$ cat config.mk
export PLATFORM = sky130hd
export DESIGN_NAME = hdmi_video_timing
export DESIGN_NICKNAME = d
export VERILOG_FILES = /design/src/rtl/hdmi_video_timing.sv
export SDC_FILE = /design/constraint.sdc
export NUM_CORES = 1
export LEC_CHECK = 0
export BUFFER_PORTS_ARGS = -buffer_cell sky130_fd_sc_hd__buf_2
export CORE_MARGIN = 4
export CORE_UTILIZATION = 50
export CTS_CLUSTER_SIZE = 24
export DETAILED_ROUTE_END_ITERATION = 10
export GPL_TIMING_DRIVEN = 0
export HOLD_SLACK_MARGIN = 0.06
export PLACE_DENSITY = 0.73
export SETUP_SLACK_MARGIN = 0.02
export SKIP_LAST_GASP = 1
export SLEW_MARGIN = 5
export SYNTH_ARGS = -nofsm -noshare
export SYNTH_HDL_FRONTEND = slang
export SYNTH_SLANG_ARGS = --single-unit
$ cat constraint.sdc
create_clock -name clk -period 2.5 [get_ports clk]
set_input_delay 0.5 -clock clk [delete_from_list [all_inputs] [get_ports clk]]
set_output_delay 0.5 -clock clk [all_outputs]
set_load 0.01 [all_outputs]
$ cat src/rtl/hdmi_video_timing.sv
// Free-running raster timing generator: pixel position, syncs, data enable,
// a frame-stable channel latch and PIPE_DELAY-aligned sync/DE copies.
module hdmi_video_timing #(
    parameter int   H_ACTIVE   = 640,
    parameter int   H_FP       = 16,
    parameter int   H_SYNC     = 96,
    parameter int   H_BP       = 48,
    parameter int   V_ACTIVE   = 480,
    parameter int   V_FP       = 10,
    parameter int   V_SYNC     = 2,
    parameter int   V_BP       = 33,
    parameter logic HS_POL     = 1'b0,
    parameter logic VS_POL     = 1'b0,
    parameter int   PIPE_DELAY = 1
) (
    input  logic        clk,
    input  logic        rst,
    input  logic [1:0]  channel_req,
    output logic [11:0] px_x,
    output logic [11:0] px_y,
    output logic        data_en,
    output logic        hsync,
    output logic        vsync,
    output logic        frame_start,
    output logic [1:0]  channel_select,
    output logic        de_d,
    output logic        hsync_d,
    output logic        vsync_d
);

    localparam int H_TOTAL = H_ACTIVE + H_FP + H_SYNC + H_BP;
    localparam int V_TOTAL = V_ACTIVE + V_FP + V_SYNC + V_BP;

    // 13-bit constants so a full 4096-count axis still compares correctly.
    localparam logic [12:0] H_MAX    = 13'(H_TOTAL - 1);
    localparam logic [12:0] V_MAX    = 13'(V_TOTAL - 1);
    localparam logic [12:0] H_ACT    = 13'(H_ACTIVE);
    localparam logic [12:0] V_ACT    = 13'(V_ACTIVE);
    localparam logic [12:0] HS_START = 13'(H_ACTIVE + H_FP);
    localparam logic [12:0] HS_END   = 13'(H_ACTIVE + H_FP + H_SYNC);
    localparam logic [12:0] VS_START = 13'(V_ACTIVE + V_FP);
    localparam logic [12:0] VS_END   = 13'(V_ACTIVE + V_FP + V_SYNC);

    localparam logic [2:0]  IDLE_SYNC = {1'b0, ~HS_POL, ~VS_POL};

    logic [11:0] h_cnt_q, h_cnt_d;
    logic [11:0] v_cnt_q, v_cnt_d;
    logic [12:0] h_ext, v_ext;

    logic [11:0] px_x_q, px_x_d;
    logic [11:0] px_y_q, px_y_d;
    logic        de_q, de_n;
    logic        hs_q, hs_n;
    logic        vs_q, vs_n;
    logic        fs_q, fs_n;
    logic [1:0]  ch_q, ch_d;

    assign h_ext = {1'b0, h_cnt_q};
    assign v_ext = {1'b0, v_cnt_q};

    always_comb begin
        h_cnt_d = h_cnt_q + 12'd1;
        v_cnt_d = v_cnt_q;
        if (h_ext == H_MAX) begin
            h_cnt_d = '0;
            v_cnt_d = (v_ext == V_MAX) ? 12'd0 : v_cnt_q + 12'd1;
        end
    end

    // Outputs are decoded from the position the counters hold before this edge.
    always_comb begin
        de_n   = (h_ext < H_ACT) && (v_ext < V_ACT);
        hs_n   = ((h_ext >= HS_START) && (h_ext < HS_END)) ? HS_POL : ~HS_POL;
        vs_n   = ((v_ext >= VS_START) && (v_ext < VS_END)) ? VS_POL : ~VS_POL;
        px_x_d = de_n ? h_cnt_q : 12'd0;
        px_y_d = de_n ? v_cnt_q : 12'd0;
        fs_n   = (h_cnt_q == 12'd0) && (v_cnt_q == 12'd0);
        ch_d   = fs_n ? channel_req : ch_q;
    end

    always_ff @(posedge clk or negedge rst) begin
        if (!rst) begin
            h_cnt_q <= '0;
            v_cnt_q <= '0;
            px_x_q  <= '0;
            px_y_q  <= '0;
            de_q    <= 1'b0;
            hs_q    <= ~HS_POL;
            vs_q    <= ~VS_POL;
            fs_q    <= 1'b0;
            ch_q    <= '0;
        end else begin
            h_cnt_q <= h_cnt_d;
            v_cnt_q <= v_cnt_d;
            px_x_q  <= px_x_d;
            px_y_q  <= px_y_d;
            de_q    <= de_n;
            hs_q    <= hs_n;
            vs_q    <= vs_n;
            fs_q    <= fs_n;
            ch_q    <= ch_d;
        end
    end

    assign px_x           = px_x_q;
    assign px_y           = px_y_q;
    assign data_en        = de_q;
    assign hsync          = hs_q;
    assign vsync          = vs_q;
    assign frame_start    = fs_q;
    assign channel_select = ch_q;

    // Delayed copies line up sync/DE with the colour stage's registered RGB.
    if (PIPE_DELAY == 0) begin : g_no_pipe
        assign de_d    = de_q;
        assign hsync_d = hs_q;
        assign vsync_d = vs_q;
    end else begin : g_pipe
        logic [2:0] pipe_q [PIPE_DELAY];

        always_ff @(posedge clk or negedge rst) begin
            if (!rst) begin
                for (int i = 0; i < PIPE_DELAY; i++) pipe_q[i] <= IDLE_SYNC;
            end else begin
                pipe_q[0] <= {de_q, hs_q, vs_q};
                for (int i = 1; i < PIPE_DELAY; i++) pipe_q[i] <= pipe_q[i-1];
            end
        end

        assign {de_d, hsync_d, vsync_d} = pipe_q[PIPE_DELAY-1];
    end

endmodule
Word level (Yosys, flattened, before mapping). Cells that the tools add are included.

Bits in registers: 57. Word-level logic and storage cells: 32. Output and inout bits: 33.

Magnitude comparators: 6. Reductions and logical operators: 6. Add/sub/neg operators: 2. Equal/unequal tests: 2. Multiplexer cells: 6.

Operator list (number): $mux W12 (4); $add A12 B1 Y12 const B (2); $eq A12 B10 Y1 const B (2); $logic_not A12 Y1 (2); $lt A12 B10 Y1 const B (2); $lt A12 B9 Y1 const B (2); $ge A12 B10 Y1 const B (1); $ge A12 B9 Y1 const B (1); $logic_and A1 B1 Y1 (4); $mux W1 (2).

Longest topological paths before layout.
Word-level depth: 3. Mapped depth: 7. Depth with buffers taken out: 6.

Worst setup path after synthesis. Ideal clock, no wire load.

Path type: flip-flop to flip-flop. From: reg h_cnt_q[6]. To: reg v_cnt_q[4]. Clock period less this slack: 2.186 ns. Buffers on the path: 1. Setup time: 0.083 ns. Arrival time: 2.103 ns. Cell stages (with the launch flop): 6. Required time: 2.417 ns. Path slack: 0.314 ns. Cell sequence: dfrtp_1 > or4_4 > or4_1 > buf_2 > or4b_1 > o21ai_0.

Cells in the longest elaborated chain, start to end: 1.

Ends and longest elaborated chain: from (decl) (RTL line 46) `logic [11:0] h_cnt_q, h_cnt_d;`; from (signal assigned) (RTL line 93) `h_cnt_q <= h_cnt_d;`; $eq A12 B10 Y1 (RTL line 64) `if (h_ext == H_MAX) begin`; to (signal assigned) (RTL line 94) `v_cnt_q <= v_cnt_d;`; to (decl) (RTL line 47) `logic [11:0] v_cnt_q, v_cnt_d;`.

Every way passes these cells. A chain may end at the register's enable or synchronous reset.

Final worst setup path.
From: reg h_cnt_q[0]. To: reg v_cnt_q[4].

Same word-level chain as after synthesis.

==> flow_summary.ini <==
[cells_and_area]
areaGrowthSynthToFinish_pct = 19.51
instances_no_fill = 307
diodes = 0
final_common_cell = dfrtp_1
final_cell_mix = dfrtp_1, buf_2, and2_1
final_nets = 258
drive_above_1_share_pct = 24.71
nFillCells = 387
fin_util_pct = 62.84
fin_area_sq_um = 2774

[clocking]
numCtsBuffers = 9
clk_latency_ps = 330
cts.sinks = 57
cts_tree = done
clock_path_buffers = 2
h-tree-depth = 3
cts-root-buf = clkbuf_8
clkSlewWorstSetupHoldPaths_ps = 70

[route]
dr.pass1.iters = 4
post_drt_wl_per_cell_um = 13.86
routed_wl_mm = 4.254
vias_per_cell = 5.280
vias = 1621
drc = 0
antenna_left = 0
drt_iter0_markers = 79

[placement]
dpl.hpwl_mm = 2.847
portBuffers = 36
routabilityCongestion = 0.8250
placed_cells = 291
placed_cell_area_sq_um = 2581

[grt]
grt_max_degree = 58
antenna_found_initial = 0
gr-total-overflow = 0
grt_pass1_wl_mm = 7.293
grt_pass1_vias = 1556
grt.total_usage_pct = 15.76

[synth]
yosysTopAreaCell = dfrtp_1
synth_area_per_cell_sq_um = 11.66
ys_seq_area_share_pct = 61.67
synthCells = 199
synth_seq_cells = 57
yosysWarnings = 0
ys_types = 37
yosysTopAreaCellShare_pct = 57.14
syn-cell-area_sq_um = 2321
synth_area_leaders = dfrtp_1, and2_1, dfstp_2

[job]
cap_viol_max_count = 0

[setup_path]
rr_endpoint = v_cnt_q[4]
crit_required_ps = 2750
crit_arrival_ps = 2620
worstReg2RegStart = h_cnt_q[0]
start_kind = flop
reg2reg_slack_ps = 130
crit_fanout = 7
reg2reg_depth = 6
worstSetupPathType = flop to flop
end_kind = flop

[floorplanning]
coreArea_sq_um = 4414
chipHeight_um = 76.13
pin_count = 37
std_cell_rows = 24
die_w_um = 76.13
dieArea_sq_um = 5796
start_util_pct = 52.58

[sta]
rsz0062_at_grt = true
fmax_ghz = 0.4220
hold_viol_final = 0
post-route-min-period_ps = 2370
max_slew_margin_pct = 55.46
tightest_slew_ps = 668.2
slew_violations = 0
final-setup-viol-count = 0
period_share_pct = 94.79
finClkSkew_ps = 7.542

[pwr]
ir_drop_mv = 0.3402
power_density_nw_per_um2 = 619.3
p_leak_nw = 1.311

[min_path]
hold_path_class = primary input to asynchronous set/reset pin

[outcome]
status = finished clean
==> area by class of cell <==
class                      instances  area, sq um  share of cell area, %
sequential                        57         1431                  51.60
multi-input combinational        129        844.6                  30.45
timing repair buffer              36        182.7                  6.585
clock buffer                      11        151.4                  5.458
tap                               52        65.06                  2.346
buffer                             9        38.79                  1.398
clock inverter                     5        30.03                  1.083
inverter                           8        30.03                  1.083
==> flip-flops by register name, indices dropped and copies added (netlist names) <==
name and flops:
v_cnt_q 12, px_x 12, g_pipe.pipe_q 3, data_en 1
frame_start 1, vsync 1, hsync 1, px_y 12
channel_select 2, h_cnt_q 12
==> kinds of logic (layout without fill, tap and decap cells) <==
kind of cell	count (synthesis)	in the layout	synth area share [%]
other cells	1	5	0.1616
fa+ha+maj	4	4	2.156
flops	57	57	61.67
compound gates	18	18	4.151
buf+inv	17	69	2.965
mux	4	4	1.833
xor+xnor	12	12	4.529
simple gates	86	86	22.53
==> report_power, final <==
part	switching [mW]	internal [mW]	total [mW]
combinational	0.0227	0.00709	0.0298
sequential	0.00158	0.929	0.930
clock	0.351	0.407	0.758
==> worst max-delay path by stage <==
stage | start | endpoint | slack (ps) | depth (start not counted)
2_1_floorplan | h_cnt_q[6] | v_cnt_q[4] | 310 | 5
3_3_place_gp | h_cnt_q[6] | v_cnt_q[4] | 190 | 5
3_5_place_dp | h_cnt_q[7] | v_cnt_q[0] | 170 | 4
4_1_cts | h_cnt_q[7] | v_cnt_q[0] | 160 | 4
5_1_grt | h_cnt_q[0] | v_cnt_q[4] | -20 | 6
6_report | h_cnt_q[0] | v_cnt_q[4] | 130 | 6
==> critical path, stage by stage (launching register included) <==
cell	delay [ps]
dfrtp_1	430
ha_1	220
nand3_1	280
or4_1	580
buf_2	170
or4b_1	500
o21ai_0	90
==> cells in the mapped netlist <==
master / instances
and2_1: 20
nor2b_1: 1
nand2_1: 12
or4_4: 1
nor4b_1: 1
and3_1: 2
nand4_1: 5
and4_1: 2
nand3_1: 10
xnor2_1: 3
nor4bb_1: 1
dfstp_2: 4
or4_1: 3
conb_1: 1
inv_1: 8
buf_2: 1
mux2_2: 2
or3_1: 6
o22ai_1: 2
xor2_1: 9
nor4_4: 1
a21oi_1: 7
a41oi_1: 1
dfrtp_1: 53
ha_1: 4
mux2i_1: 2
nand2b_1: 2
o21ai_0: 8
nor4_1: 4
or4b_1: 1
clkbuf_1: 7
buf_4: 1
nor2_1: 7
or3b_1: 1
nor4_2: 1
nand4b_1: 1
nor3_1: 4
==> metrics by stage <==
step / setup WS [ps] / hold slack, ps / TNS, ps / power [mW]
3_5_place_dp: 168.5 / 357.3 / 0 / 0.9782
3_3_place_gp: 190.8 / 353.4 / 0 / 0.9774
2_1_floorplan: 314.0 / 204.4 / 0 / 0.9525
5_1_grt: -24.88 / 269.4 / -29.86 / 1.784
6_report: 130.2 / 205.8 / 0 / 1.718
4_1_cts: 159.3 / 366.6 / 0 / 1.737
==> routing by layer <==
layer / part of all wire (%) / GRT usage [%] / up-vias
li1: - / - / 783
met1: 44 / 21.33 / 768
met2: 46 / 23.37 / 58
met3: 7.8 / 4.846 / 12
met4: 2.1 / 6.993 / 0
met5: 0 / 0 / -
==> what timing repair did <==
action,4_1_cts,5_1_grt
hold buffers,0,0
hold endpoints to repair,0,0
endpoints found under the setup margin,0,3
gates resized for setup,0,1
setup buffers,0,0
Power figures use the tool's default switching activity.
